===== config.mk =====
export PLATFORM = sky130hd
export DESIGN_NAME = spw_rx_oversampled_flat
export DESIGN_NICKNAME = d
export VERILOG_FILES = /design/src/rtl/spw_rx_oversampled_if.sv /design/src/rtl/spw_rx_oversampled.sv /design/src/flat_wrapper.sv
export SDC_FILE = /design/constraint.sdc
export NUM_CORES = 1
export LEC_CHECK = 0
export ABC_AREA = 0
export ABC_CLOCK_PERIOD_IN_PS = 4800
export BUFFER_PORTS_ARGS = -buffer_cell sky130_fd_sc_hd__buf_2
export CAP_MARGIN = 20
export CORE_MARGIN = 2
export CORE_UTILIZATION = 44
export DETAILED_ROUTE_END_ITERATION = 8
export GPL_TIMING_DRIVEN = 0
export PLACE_DENSITY = 0.68
export SYNTH_ARGS = -nofsm -noshare
export SYNTH_HDL_FRONTEND = slang
export SYNTH_SLANG_ARGS = --single-unit

===== constraint.sdc =====
create_clock -name rx_clk -period 4.8 [get_ports rx_clk]
set_clock_uncertainty 0.05 [all_clocks]
set_input_delay 0.72 -clock rx_clk [delete_from_list [all_inputs] [get_ports rx_clk]]
set_output_delay 0.72 -clock rx_clk [all_outputs]
set_load 0.03 [all_outputs]

===== src/rtl/spw_rx_oversampled_if.sv =====
// N-char read port between the oversampled SpaceWire receiver FIFO and its consumer.
interface spw_rx_oversampled_if;
  logic [8:0] rx_data_flag;
  logic       rx_valid;
  logic       rx_ready;

  modport master (output rx_data_flag, output rx_valid, input rx_ready);
  modport slave  (input rx_data_flag, input rx_valid, output rx_ready);
endinterface


===== src/rtl/spw_rx_oversampled.sv =====
// SpaceWire receiver that oversamples Data/Strobe with the system clock,
// decodes characters, checks link errors and buffers N-chars in a FIFO.
module spw_rx_oversampled #(
  parameter int SYNC_STAGES = 2,
  parameter int FIFO_DEPTH  = 8,
  parameter int DISC_CYCLES = 85
) (
  input  logic                        rx_clk,
  input  logic                        rx_reset,
  input  logic                        rx_din,
  input  logic                        rx_sin,
  input  logic                        rx_enable,
  output logic                        rx_got_bit,
  output logic                        rx_got_null,
  output logic                        rx_got_fct,
  output logic                        rx_tick_out,
  output logic [7:0]                  rx_time_out,
  output logic                        rx_error_parity,
  output logic                        rx_error_esc,
  output logic                        rx_error_ds,
  output logic                        rx_error_disc,
  output logic                        rx_overflow,
  spw_rx_oversampled_if.master        rx_port
);

  localparam int AW  = $clog2(FIFO_DEPTH);
  localparam int DCW = $clog2(DISC_CYCLES + 1);
  localparam logic [7:0] NULL_PATTERN = 8'b0111_0100;

  typedef enum logic [1:0] {HUNT, PARITY, FLAG, PAYLOAD} rx_state_t;

  logic [SYNC_STAGES-1:0] d_sync, s_sync;
  logic                   d_prev, s_prev;
  logic                   d_now, s_now, d_chg, s_chg;
  logic                   new_bit, ds_fault;
  logic                   bit_valid, bit_val;

  logic [DCW-1:0]         disc_cnt;
  logic                   disc_armed, disc_fire;

  rx_state_t              state, state_n;
  logic [7:0]             hunt_sr, hunt_sr_n, hunt_shift;
  logic                   par_bit, par_bit_n;
  logic                   pay_par, pay_par_n;
  logic                   is_data, is_data_n;
  logic                   esc_pend, esc_pend_n;
  logic [2:0]             cnt, cnt_n;
  logic [7:0]             shift, shift_n;
  logic [7:0]             byte_n;
  logic [1:0]             code;

  logic                   null_p, fct_p, tick_p, wr_p, perr_p, eerr_p;
  logic [8:0]             wr_d;
  logic [7:0]             time_n;
  logic                   wr_req;
  logic [8:0]             wr_data;

  logic [8:0]             fifo_mem [FIFO_DEPTH];
  logic [AW:0]            wr_ptr, rd_ptr;
  logic                   fifo_full, fifo_empty, do_rd, do_wr;

  assign d_now    = d_sync[SYNC_STAGES-1];
  assign s_now    = s_sync[SYNC_STAGES-1];
  assign d_chg    = d_now ^ d_prev;
  assign s_chg    = s_now ^ s_prev;
  assign new_bit  = rx_enable && (d_chg ^ s_chg);
  assign ds_fault = rx_enable && d_chg && s_chg;

  // Bring the asynchronous D/S pads into the clock domain and keep the previous sample for edge detection.
  always_ff @(posedge rx_clk) begin
    if (rx_reset) begin
      d_sync <= '0;
      s_sync <= '0;
      d_prev <= 1'b0;
      s_prev <= 1'b0;
    end else begin
      d_sync <= {d_sync[SYNC_STAGES-2:0], rx_din};
      s_sync <= {s_sync[SYNC_STAGES-2:0], rx_sin};
      d_prev <= d_now;
      s_prev <= s_now;
    end
  end

  // Register each recovered bit so the decoder sees one clean bit strobe.
  always_ff @(posedge rx_clk) begin
    if (rx_reset) begin
      bit_valid <= 1'b0;
      bit_val   <= 1'b0;
    end else begin
      bit_valid <= new_bit;
      bit_val   <= d_now;
    end
  end

  assign rx_got_bit = bit_valid;

  // Disconnect timer: armed by the first bit, restarted by every bit, saturates at the limit.
  always_ff @(posedge rx_clk) begin
    if (rx_reset || !rx_enable) begin
      disc_cnt   <= '0;
      disc_armed <= 1'b0;
    end else if (new_bit) begin
      disc_cnt   <= '0;
      disc_armed <= 1'b1;
    end else if (disc_armed && (disc_cnt != DCW'(DISC_CYCLES))) begin
      disc_cnt <= disc_cnt + DCW'(1);
    end
  end

  assign disc_fire  = rx_enable && disc_armed && !new_bit && (disc_cnt == DCW'(DISC_CYCLES - 1));
  assign hunt_shift = {hunt_sr[6:0], bit_val};

  // Decoder state register and its datapath.
  always_ff @(posedge rx_clk) begin
    if (rx_reset) begin
      state    <= HUNT;
      hunt_sr  <= 8'hFF;
      par_bit  <= 1'b0;
      pay_par  <= 1'b0;
      is_data  <= 1'b0;
      esc_pend <= 1'b0;
      cnt      <= 3'd0;
      shift    <= 8'h00;
    end else begin
      state    <= state_n;
      hunt_sr  <= hunt_sr_n;
      par_bit  <= par_bit_n;
      pay_par  <= pay_par_n;
      is_data  <= is_data_n;
      esc_pend <= esc_pend_n;
      cnt      <= cnt_n;
      shift    <= shift_n;
    end
  end

  // Character decoding: hunt for NULL, then parity/flag/payload per character.
  always_comb begin
    state_n    = state;
    hunt_sr_n  = hunt_sr;
    par_bit_n  = par_bit;
    pay_par_n  = pay_par;
    is_data_n  = is_data;
    esc_pend_n = esc_pend;
    cnt_n      = cnt;
    shift_n    = shift;
    byte_n     = 8'h00;
    code       = 2'b00;
    null_p     = 1'b0;
    fct_p      = 1'b0;
    tick_p     = 1'b0;
    wr_p       = 1'b0;
    wr_d       = 9'h000;
    perr_p     = 1'b0;
    eerr_p     = 1'b0;
    time_n     = rx_time_out;

    if (!rx_enable || ds_fault || disc_fire) begin
      state_n   = HUNT;
      hunt_sr_n = 8'hFF;
    end else if (bit_valid) begin
      case (state)
        HUNT: begin
          hunt_sr_n = hunt_shift;
          if (hunt_shift == NULL_PATTERN) begin
            null_p     = 1'b1;
            esc_pend_n = 1'b0;
            pay_par_n  = 1'b0;
            hunt_sr_n  = 8'hFF;
            state_n    = PARITY;
          end
        end
        PARITY: begin
          par_bit_n = bit_val;
          state_n   = FLAG;
        end
        FLAG: begin
          if ((pay_par ^ par_bit ^ bit_val) == 1'b1) begin
            is_data_n = !bit_val;
            pay_par_n = 1'b0;
            cnt_n     = 3'd0;
            shift_n   = 8'h00;
            state_n   = PAYLOAD;
          end else begin
            perr_p  = 1'b1;
            state_n = HUNT;
          end
        end
        PAYLOAD: begin
          pay_par_n = pay_par ^ bit_val;
          cnt_n     = cnt + 3'd1;
          if (is_data) begin
            byte_n  = {bit_val, shift[7:1]};
            shift_n = byte_n;
            if (cnt == 3'd7) begin
              state_n = PARITY;
              if (esc_pend) begin
                tick_p     = 1'b1;
                time_n     = byte_n;
                esc_pend_n = 1'b0;
              end else begin
                wr_p = 1'b1;
                wr_d = {1'b0, byte_n};
              end
            end
          end else begin
            code    = {shift[0], bit_val};
            shift_n = {6'd0, shift[0], bit_val};
            if (cnt == 3'd1) begin
              state_n = PARITY;
              if (code == 2'b00) begin
                if (esc_pend) begin
                  null_p     = 1'b1;
                  esc_pend_n = 1'b0;
                end else begin
                  fct_p = 1'b1;
                end
              end else if (esc_pend) begin
                eerr_p     = 1'b1;
                esc_pend_n = 1'b0;
                state_n    = HUNT;
              end else if (code == 2'b01) begin
                wr_p = 1'b1;
                wr_d = 9'h100;
              end else if (code == 2'b10) begin
                wr_p = 1'b1;
                wr_d = 9'h101;
              end else begin
                esc_pend_n = 1'b1;
              end
            end
          end
        end
        default: begin
          state_n   = HUNT;
          hunt_sr_n = 8'hFF;
        end
      endcase
    end
  end

  // Decode pulses, time-code value, pending FIFO write and sticky error flags.
  always_ff @(posedge rx_clk) begin
    if (rx_reset) begin
      rx_got_null     <= 1'b0;
      rx_got_fct      <= 1'b0;
      rx_tick_out     <= 1'b0;
      rx_time_out     <= 8'h00;
      wr_req          <= 1'b0;
      wr_data         <= 9'h000;
      rx_error_parity <= 1'b0;
      rx_error_esc    <= 1'b0;
      rx_error_ds     <= 1'b0;
      rx_error_disc   <= 1'b0;
      rx_overflow     <= 1'b0;
    end else begin
      rx_got_null     <= null_p;
      rx_got_fct      <= fct_p;
      rx_tick_out     <= tick_p;
      rx_time_out     <= time_n;
      wr_req          <= wr_p;
      wr_data         <= wr_d;
      rx_error_parity <= rx_error_parity | perr_p;
      rx_error_esc    <= rx_error_esc | eerr_p;
      rx_error_ds     <= rx_error_ds | ds_fault;
      rx_error_disc   <= rx_error_disc | disc_fire;
      rx_overflow     <= rx_overflow | (wr_req && fifo_full && !do_rd);
    end
  end

  assign fifo_empty = (wr_ptr == rd_ptr);
  assign fifo_full  = (wr_ptr[AW] != rd_ptr[AW]) && (wr_ptr[AW-1:0] == rd_ptr[AW-1:0]);
  assign do_rd      = !fifo_empty && rx_port.rx_ready;
  assign do_wr      = wr_req && (!fifo_full || do_rd);

  // FIFO pointers; a write into a full FIFO only proceeds when a read frees a slot the same cycle.
  always_ff @(posedge rx_clk) begin
    if (rx_reset) begin
      wr_ptr <= '0;
      rd_ptr <= '0;
    end else begin
      if (do_wr) wr_ptr <= wr_ptr + (AW+1)'(1);
      if (do_rd) rd_ptr <= rd_ptr + (AW+1)'(1);
    end
  end

  // FIFO storage needs no reset since the empty flag masks stale entries.
  always_ff @(posedge rx_clk) begin
    if (do_wr) fifo_mem[wr_ptr[AW-1:0]] <= wr_data;
  end

  assign rx_port.rx_valid     = !fifo_empty;
  assign rx_port.rx_data_flag = fifo_empty ? 9'h000 : fifo_mem[rd_ptr[AW-1:0]];

endmodule


===== src/flat_wrapper.sv =====
// flat-port wrapper written by rule: the top's interface ports become plain ports
module spw_rx_oversampled_flat 
#(
  parameter int SYNC_STAGES = 2,
  parameter int FIFO_DEPTH  = 8,
  parameter int DISC_CYCLES = 85
)
  (rx_clk, rx_reset, rx_din, rx_sin, rx_enable, rx_got_bit, rx_got_null, rx_got_fct, rx_tick_out, rx_time_out, rx_error_parity, rx_error_esc, rx_error_ds, rx_error_disc, rx_overflow, rx_port_rx_data_flag, rx_port_rx_valid, rx_port_rx_ready);
  spw_rx_oversampled_if rx_port_i ();
  input  logic rx_clk;
  input  logic rx_reset;
  input  logic rx_din;
  input  logic rx_sin;
  input  logic rx_enable;
  output logic rx_got_bit;
  output logic rx_got_null;
  output logic rx_got_fct;
  output logic rx_tick_out;
  output logic [7:0] rx_time_out;
  output logic rx_error_parity;
  output logic rx_error_esc;
  output logic rx_error_ds;
  output logic rx_error_disc;
  output logic rx_overflow;
  output wire logic [$bits(rx_port_i.rx_data_flag)-1:0] rx_port_rx_data_flag;
  output wire logic [$bits(rx_port_i.rx_valid)-1:0] rx_port_rx_valid;
  input wire logic [$bits(rx_port_i.rx_ready)-1:0] rx_port_rx_ready;
  assign rx_port_rx_data_flag = rx_port_i.rx_data_flag;
  assign rx_port_rx_valid = rx_port_i.rx_valid;
  assign rx_port_i.rx_ready = rx_port_rx_ready;
  spw_rx_oversampled #(.SYNC_STAGES(SYNC_STAGES), .FIFO_DEPTH(FIFO_DEPTH), .DISC_CYCLES(DISC_CYCLES)) u_core (.rx_clk(rx_clk), .rx_reset(rx_reset), .rx_din(rx_din), .rx_sin(rx_sin), .rx_enable(rx_enable), .rx_got_bit(rx_got_bit), .rx_got_null(rx_got_null), .rx_got_fct(rx_got_fct), .rx_tick_out(rx_tick_out), .rx_time_out(rx_time_out), .rx_error_parity(rx_error_parity), .rx_error_esc(rx_error_esc), .rx_error_ds(rx_error_ds), .rx_error_disc(rx_error_disc), .rx_overflow(rx_overflow), .rx_port(rx_port_i));
endmodule

==> reports/qor.yml, run 1 <==
critical_path:
  arrival_ns: 2.67
  critical-path-max-stage-delay_ns: 0.59
  crit_chain: "buf_1 > clkbuf_1 > mux4_2 > mux2i_1 > nor2_1 > buf_2"
  reg2reg_from: "u_core.wr_ptr[1]"
  ff2ff_setup_slack_ns: 2.29
  critical_path_peak_fanout: 10
  worst_setup_sp_type: "register"
  crit_type: "register to output port"
  worstSetupEndpointType: "output port"
  crit_slowest_cell: "sky130_fd_sc_hd__clkbuf_1"
  data_required_time_of_the_critical_path_ns: 4.03
floorplanning:
  placement_rows: 42
  num_io_pins: 33
  floorplan.die.height_um: 122
  chipWidth_um: 122
  core_area_mm2: 0.0133
  floorplan.initialDensity: 0.455
  floorplan.die_area_mm2: 0.0148
global_routing:
  globalRouteMet3Util: 0.0468
  number_of_global_route_vias_before_repair: 3631
  grtUsageMet1: 0.225
  largest_net_degree_at_the_start_of_global_routing: 17
  grtUsageMet2: 0.269
  grt_overflow_total: 0
  gr-usage-all-layers: 0.171
  wire_length_of_the_first_global_routing_pass_um: 18800
  antenna_found_initial: 0
  grt_most_used_layer: "met2"
finish:
  final_core_utilization: 0.530
  antenna_cells: 0
  design.final.nets: 547
  area_growth_syn_to_layout_pct: 16.3
  drive_gt1_frac: 0.210
  mostFrequentLayoutCells: "sky130_fd_sc_hd__dfxtp_1 (76), sky130_fd_sc_hd__edfxtp_1 (72), sky130_fd_sc_hd__nor2_1 (66)"
  layout_commonest_cell: "sky130_fd_sc_hd__dfxtp_1"
job:
  maxCapViolCount: 0
sta:
  timing.fmax_ghz: 0.291
  max_slew_headroom_at_the_worst_pin: 0.271
  worst_slew_pin_slew_ns: 1.08
  finalSetupViolCount: 0
  postLayoutSetupSlackWorst_ns: 1.36
  hold_viol: 0
  finalCritPeriodShare: 0.717
  fin_crit_ns: 3.44
  timing.setup.tns_ns: 0
  drv_slew: 0
  rsz0062_at_grt: "no"
  fin_hold_ws_ns: 0.400
pwr:
  leakage_nw: 2.65
  vdd_drop_max_v: 0.000257
  power_per_cell_area_mw_per_mm2: 369
detailed_routing:
  post_drt_wl_per_cell_um: 16.1
  detail_route.wirelength_um: 11500
  detail_route.first_pass.iterations: 4
  drt-vias-per-instance: 5.17
  detail_route.iter0.violations: 332
  drc_violation_count_after_routing: 0
  via_count: 3695
  antenna_violating_nets_post_route: 0
logic_synthesis:
  synth.lib_cells_used.distinct: 57
  ys.flop_type: "sky130_fd_sc_hd__dfxtp_1"
  syn_avg_cell_area_um2: 12.9
  synth-seq-area-share: 0.606
  synth_edf_count: 72
  synthesis.yosys.warnings: 0
  syn_area_mm2: 0.00608
  async_flop_share: 0
  ys_seq_elements: 148
  netlist_instances: 473
  syn-num-nets: 494
place:
  port_buffers: 32
  gpl.final_weighted_congestion: 0.875
  post_placement_setup_slack_ns: 1.77
  place.detailed.hpwl_um: 7820
clock_network:
  cts.clk_slew.worst_paths_ns: 0.06
  clock_sink_count: 148
  tritoncts: "yes"
  htree_num_levels: 4
  max-clock-path-buffers: 2
  post-cts-setup-buffers: 0
  worstSkewPairLatency_ns: 0.42
  postCtsResizedCells: 0
  cts_made_buffers: 17
  ctsRootBufferMaster: "sky130_fd_sc_hd__clkbuf_16"
  postCtsHoldBufs: 0
min_path:
  min-delay-start: "u_core.s_sync[0]"
  min_path_type: "register to register"
outcome:
  run_status: "complete, no violations"
cells in the mapped netlist, drive strengths merged (2+ instances only):
cell type	n	area share
nor3b	2	0.0033
dfxtp	76	0.25
a211oi	2	0.0033
nor2b	11	0.011
nand4b	2	0.0029
nand2	24	0.015
ha	15	0.031
mux2i	33	0.054
and4b	2	0.0033
clkbuf	11	0.0068
nor3	9	0.0074
mux4	18	0.067
nor2	66	0.041
nor4	4	0.0051
a31oi	2	0.0021
and3	9	0.0095
a21oi	9	0.0074
nand4	4	0.0041
inv	13	0.0080
buf	12	0.012
xor2	8	0.012
o31ai	2	0.0025
xnor2	11	0.020
nand3	12	0.0099
or4	2	0.0025
nand2b	9	0.010
edfxtp	72	0.36
o211ai	2	0.0033
o21ai	6	0.0049
and2	9	0.0093
per-layer routing:
layer  wire [um]  part of all wire
met3         457             0.040
met1        5380              0.47
met5           0                 0
met4         148             0.013
met2        5550              0.48
per-stage QoR:
step | area [um^2] | cells | power [mW]
floorplan | 6080 | 473 | 1.37
global placement | 6460 | 681 | 1.38
detailed placement | 6500 | 683 | 1.38
CTS | 7070 | 715 | 2.64
global route | 7070 | 715 | 2.70
finish | 7070 | 715 | 2.61
worst max-delay path: cells and delay by family (launching register included):
family / cells / cell delay [ns]
flops: 1 / 0.31
buf+inv: 3 / 1.26
simple gates: 1 / 0.07
mux: 2 / 0.60
area by class of cell:
type | instances | area [um^2]
well taps | 176 | 220
multi-input cells | 289 | 2260
flip-flops and latches | 148 | 3680
inverters | 13 | 48.8
clock inverters | 15 | 146
repair buffers | 34 | 175
clock buffers | 17 | 425
fillers | 1168 | 6270
plain buffers | 23 | 114
state kept, by name, indices dropped and copies added (netlist names), 2 cells and up, named ones only:
| name | count |
|---|---|
| u_core.fifo_mem | 72 |
| u_core.wr_data | 9 |
| u_core.rx_time_out | 8 |
| u_core.shift | 8 |
| u_core.disc_cnt | 7 |
| u_core.hunt_sr | 7 |
| u_core.rd_ptr | 4 |
| u_core.wr_ptr | 4 |
| u_core.cnt | 3 |
| u_core.d_sync | 2 |
| u_core.s_sync | 2 |
| u_core.state | 2 |
path summary, 6_finish.rpt:
path	to	cells after the start
worst min-delay path	u_core.s_sync[1]	1
worst min register to register	u_core.s_sync[1]	1
worst max-delay path	rx_port_rx_data_flag[5]	6
worst max register to register	u_core.fifo_mem[0][0]	6
kinds of logic (layout without fill, tap and decap cells):
group	Yosys count	in the layout	synth area share
compound gates	30	30	0.0338
xor+xnor	20	20	0.0354
fa+ha+maj	15	15	0.0309
buf+inv	36	102	0.0268
flops	148	148	0.606
mux	52	52	0.123
simple gates	172	172	0.144
power by group:
| group | internal, mW | switching, mW |
|---|---|---|
| Clock | 0.724 | 0.534 |
| Combinational | 0.0127 | 0.0234 |
| Sequential | 1.32 | 0.00357 |
| Total | 2.05 | 0.561 |
Power figures use the tool's default switching activity.
==> run 2: changes to the inputs <==
- ABC_CLOCK_PERIOD_IN_PS: 4800 -> 3090
- PLACE_DENSITY: 0.68 -> 0.7
- clock period: 4.8 -> 3.09 ns (I/O delays scaled with it)
==> run 2 against run 1 <==
Net effect: core utilization grew 0.066 points; sequential power grew 55%; sequential share of layout area shrank 0.064 points; total power grew 57%; critical path type unchanged; critical path depth is the same.
==> reports/qor.yml, run 2 (synthesis results as in run 1) <==
finish:
  drive_gt1_frac: 0.208  # was 0.210
  final-instance-count-excl-fill: 714  # was 715
  final_core_utilization: 0.531  # was 0.530
  area_growth_syn_to_layout_pct: 16.5  # was 16.3%
  largest_register_ff_count: 72  # unchanged
  antenna_cells: 0  # unchanged
  mostFrequentLayoutCells: "sky130_fd_sc_hd__dfxtp_1 (76), sky130_fd_sc_hd__edfxtp_1 (72), sky130_fd_sc_hd__nor2_1 (66)"  # unchanged
  layout_commonest_cell: "sky130_fd_sc_hd__dfxtp_1"  # unchanged
  design.final.nets: 546  # was 547
  fillerInstances: 1140  # was 1168
critical_path:
  crit_type: "register to output port"  # unchanged
  critical_path_peak_fanout: 10  # unchanged
  most_repeated_library_cell_on_the_critical_path: "sky130_fd_sc_hd__buf_2"
  r2r-end: "u_core.fifo_mem[4][6]"  # was u_core.fifo_mem[0][0]
  timing.critical_path.buf_inv: 3  # unchanged
  ff2ff_path_depth: 5  # was 6
  ff2ff_setup_slack_ns: 0.54  # was 2.29 ns
  crit_slowest_cell: "sky130_fd_sc_hd__mux4_2"  # was sky130_fd_sc_hd__clkbuf_1
  arrival_ns: 2.41  # was 2.67 ns
  path_depth: 6  # unchanged
  worst_setup_sp_type: "register"  # unchanged
  worstSetupEndpointType: "output port"  # unchanged
  critical-path-max-stage-delay_ns: 0.54  # was 0.59 ns
  worst_path_dominant_cell_family: "buffers and inverters"  # unchanged
  data_required_time_of_the_critical_path_ns: 2.58  # was 4.03 ns
  reg2reg_from: "u_core.wr_ptr[1]"  # unchanged
  crit_chain: "buf_2 > clkbuf_4 > mux4_2 > mux2i_1 > nor2_1 > buf_2"  # was buf_1 > clkbuf_1 > mux4_2 > mux2i_1 > nor2_1 > buf_2
global_routing:
  largest_net_degree_at_the_start_of_global_routing: 17  # unchanged
  antenna_found_initial: 0  # unchanged
  grt_overflow_total: 0  # unchanged
  gr-usage-all-layers: 0.172  # was 0.171
  wire_length_of_the_first_global_routing_pass_um: 19200  # was 18800 um
  number_of_global_route_vias_before_repair: 3733  # was 3631
sta:
  hold_viol: 0  # unchanged
  drv_slew: 0  # unchanged
  fin_crit_ns: 2.92
  finalCritPeriodShare: 0.945
  worst_slew_pin_slew_ns: 1.11  # was 1.08 ns
  timing.setup.tns_ns: 0  # unchanged
  finalSetupViolCount: 0  # unchanged
  rsz0062_at_grt: "no"  # unchanged
  timing.fmax_ghz: 0.342
  max_slew_headroom_at_the_worst_pin: 0.257  # was 0.271
  fin_hold_ws_ns: 0.205  # was 0.400 ns
detailed_routing:
  drt-vias-per-instance: 5.14  # was 5.17
  detail_route.first_pass.iterations: 5  # was 4
  via_count: 3667  # was 3695
  detail_route.iter0.violations: 223  # was 332
  antenna_violating_nets_post_route: 0  # unchanged
  drc_violation_count_after_routing: 0  # unchanged
  detail_route.wirelength_um: 11700  # was 11500 um
  post_drt_wl_per_cell_um: 16.3  # was 16.1 um
floorplanning:
  placement_rows: 42  # unchanged
  floorplan.initialDensity: 0.455  # unchanged
  core_area_mm2: 0.0133  # unchanged
  chipWidth_um: 122  # unchanged
  floorplan.die_area_mm2: 0.0148  # unchanged
  floorplan.die.height_um: 122  # unchanged
  num_io_pins: 33  # unchanged
min_path:
  worstHoldEndpoint: "u_core.d_sync[0]"  # was u_core.s_sync[1]
  worstHoldPathCells: 2  # was 1
  min_path_type: "input pin to register"  # was register to register
  min-delay-start: "rx_din"  # was u_core.s_sync[0]
pwr:
  switching_power_uw: 852  # was 561 uW
  vdd_drop_max_v: 0.000413  # was 0.000257 V
  clock_power_share: 0.487  # was 0.481
  cell_internal_pwr_mw: 3.26  # was 2.05 mW
  sw_share: 0.207  # was 0.215
  power_per_cell_area_mw_per_mm2: 580  # was 369 mW/mm^2
  leakage_nw: 2.67  # was 2.65 nW
  comb_power_share: 0.014  # about the same
  power.share.sequential: 0.499  # was 0.505
clock_network:
  post-cts-setup-buffers: 0  # unchanged
  worstSkewPairLatency_ns: 0.42  # about the same
  cts_made_buffers: 17  # unchanged
  clock_sink_count: 148  # unchanged
  ctsRootBufferMaster: "sky130_fd_sc_hd__clkbuf_16"  # unchanged
  postCtsHoldBufs: 0  # unchanged
  htree_num_levels: 4  # unchanged
  cts.clk_slew.worst_paths_ns: 0.06  # about the same
  tritoncts: "yes"  # unchanged
  max-clock-path-buffers: 2  # unchanged
job:
  maxCapViolCount: 0  # unchanged
place:
  place.detailed.hpwl_um: 7810  # was 7820 um
  dp_cells: 683  # unchanged
  gpl.final_weighted_congestion: 0.865  # was 0.875
  port_buffers: 32  # unchanged
outcome:
  run_status: "complete, no violations"  # unchanged
==> run 2: power groups by stage <==
| stage | sequential [mW] | combinational (mW) | clock [mW] |
|---|---|---|---|
| after global routing | 2.05 | 0.0633 | 2.12 |
| after global placement | 2.09 | 0.0559 | 0 |
| after detailed placement | 2.09 | 0.0571 | 0 |
| after CTS | 2.05 | 0.0575 | 2.04 |
| after floorplan | 2.09 | 0.0380 | 0 |
| final | 2.05 | 0.0569 | 2.00 |
==> run 2: cell type report <==
cell class              count  area, um^2  share of cell area
plain buffers              22         114              0.0161
flip-flops and latches    148        3680               0.520
well taps                 176         220              0.0311
multi-input cells         289        2260               0.319
inverters                  13        48.8             0.00689
repair buffers             34         179              0.0253
clock buffers              17         425              0.0601
clock inverters            15         151              0.0214
==> run 2: routing by layer <==
metal | GRT usage | routed length (um) | up-vias
li1 | - | - | 1804
met1 | 0.211 | 4970 | 1777
met2 | 0.296 | 6050 | 77
met3 | 0.0506 | 558 | 9
met4 | 0.0510 | 72 | 0
met5 | 0 | 0 | -
==> run 2: worst max-delay path by stage <==
stage,slack (ns),startpoint,to
2_1_floorplan,0.87,u_core.wr_ptr[1],u_core.fifo_mem[0][0]
3_3_place_gp,0.04,u_core.wr_ptr[1],u_core.fifo_mem[0][4]
3_5_place_dp,0.29,register,rx_port_rx_data_flag[5]
4_1_cts,0.03,register,rx_port_rx_data_flag[5]
5_1_grt,0.003,register,rx_port_rx_data_flag[5]
6_report,0.17,register,rx_port_rx_data_flag[5]
==> run 2: timing repair <==
action / in CTS / in global routing
hold endpoints to repair: 0 / 0
setup endpoints to repair: 9 / 7
gates resized for setup: 1 / 1
==> run 2: per-stage QoR <==
step	area (um^2)	total power [mW]	setup WS (ns)
after floorplan	6080	2.13	0.868
after global placement	6460	2.15	0.0353
after detailed placement	6500	2.15	0.292
after CTS	7080	4.15	0.0252
after global routing	7080	4.23	0.00259
final	7080	4.11	0.168
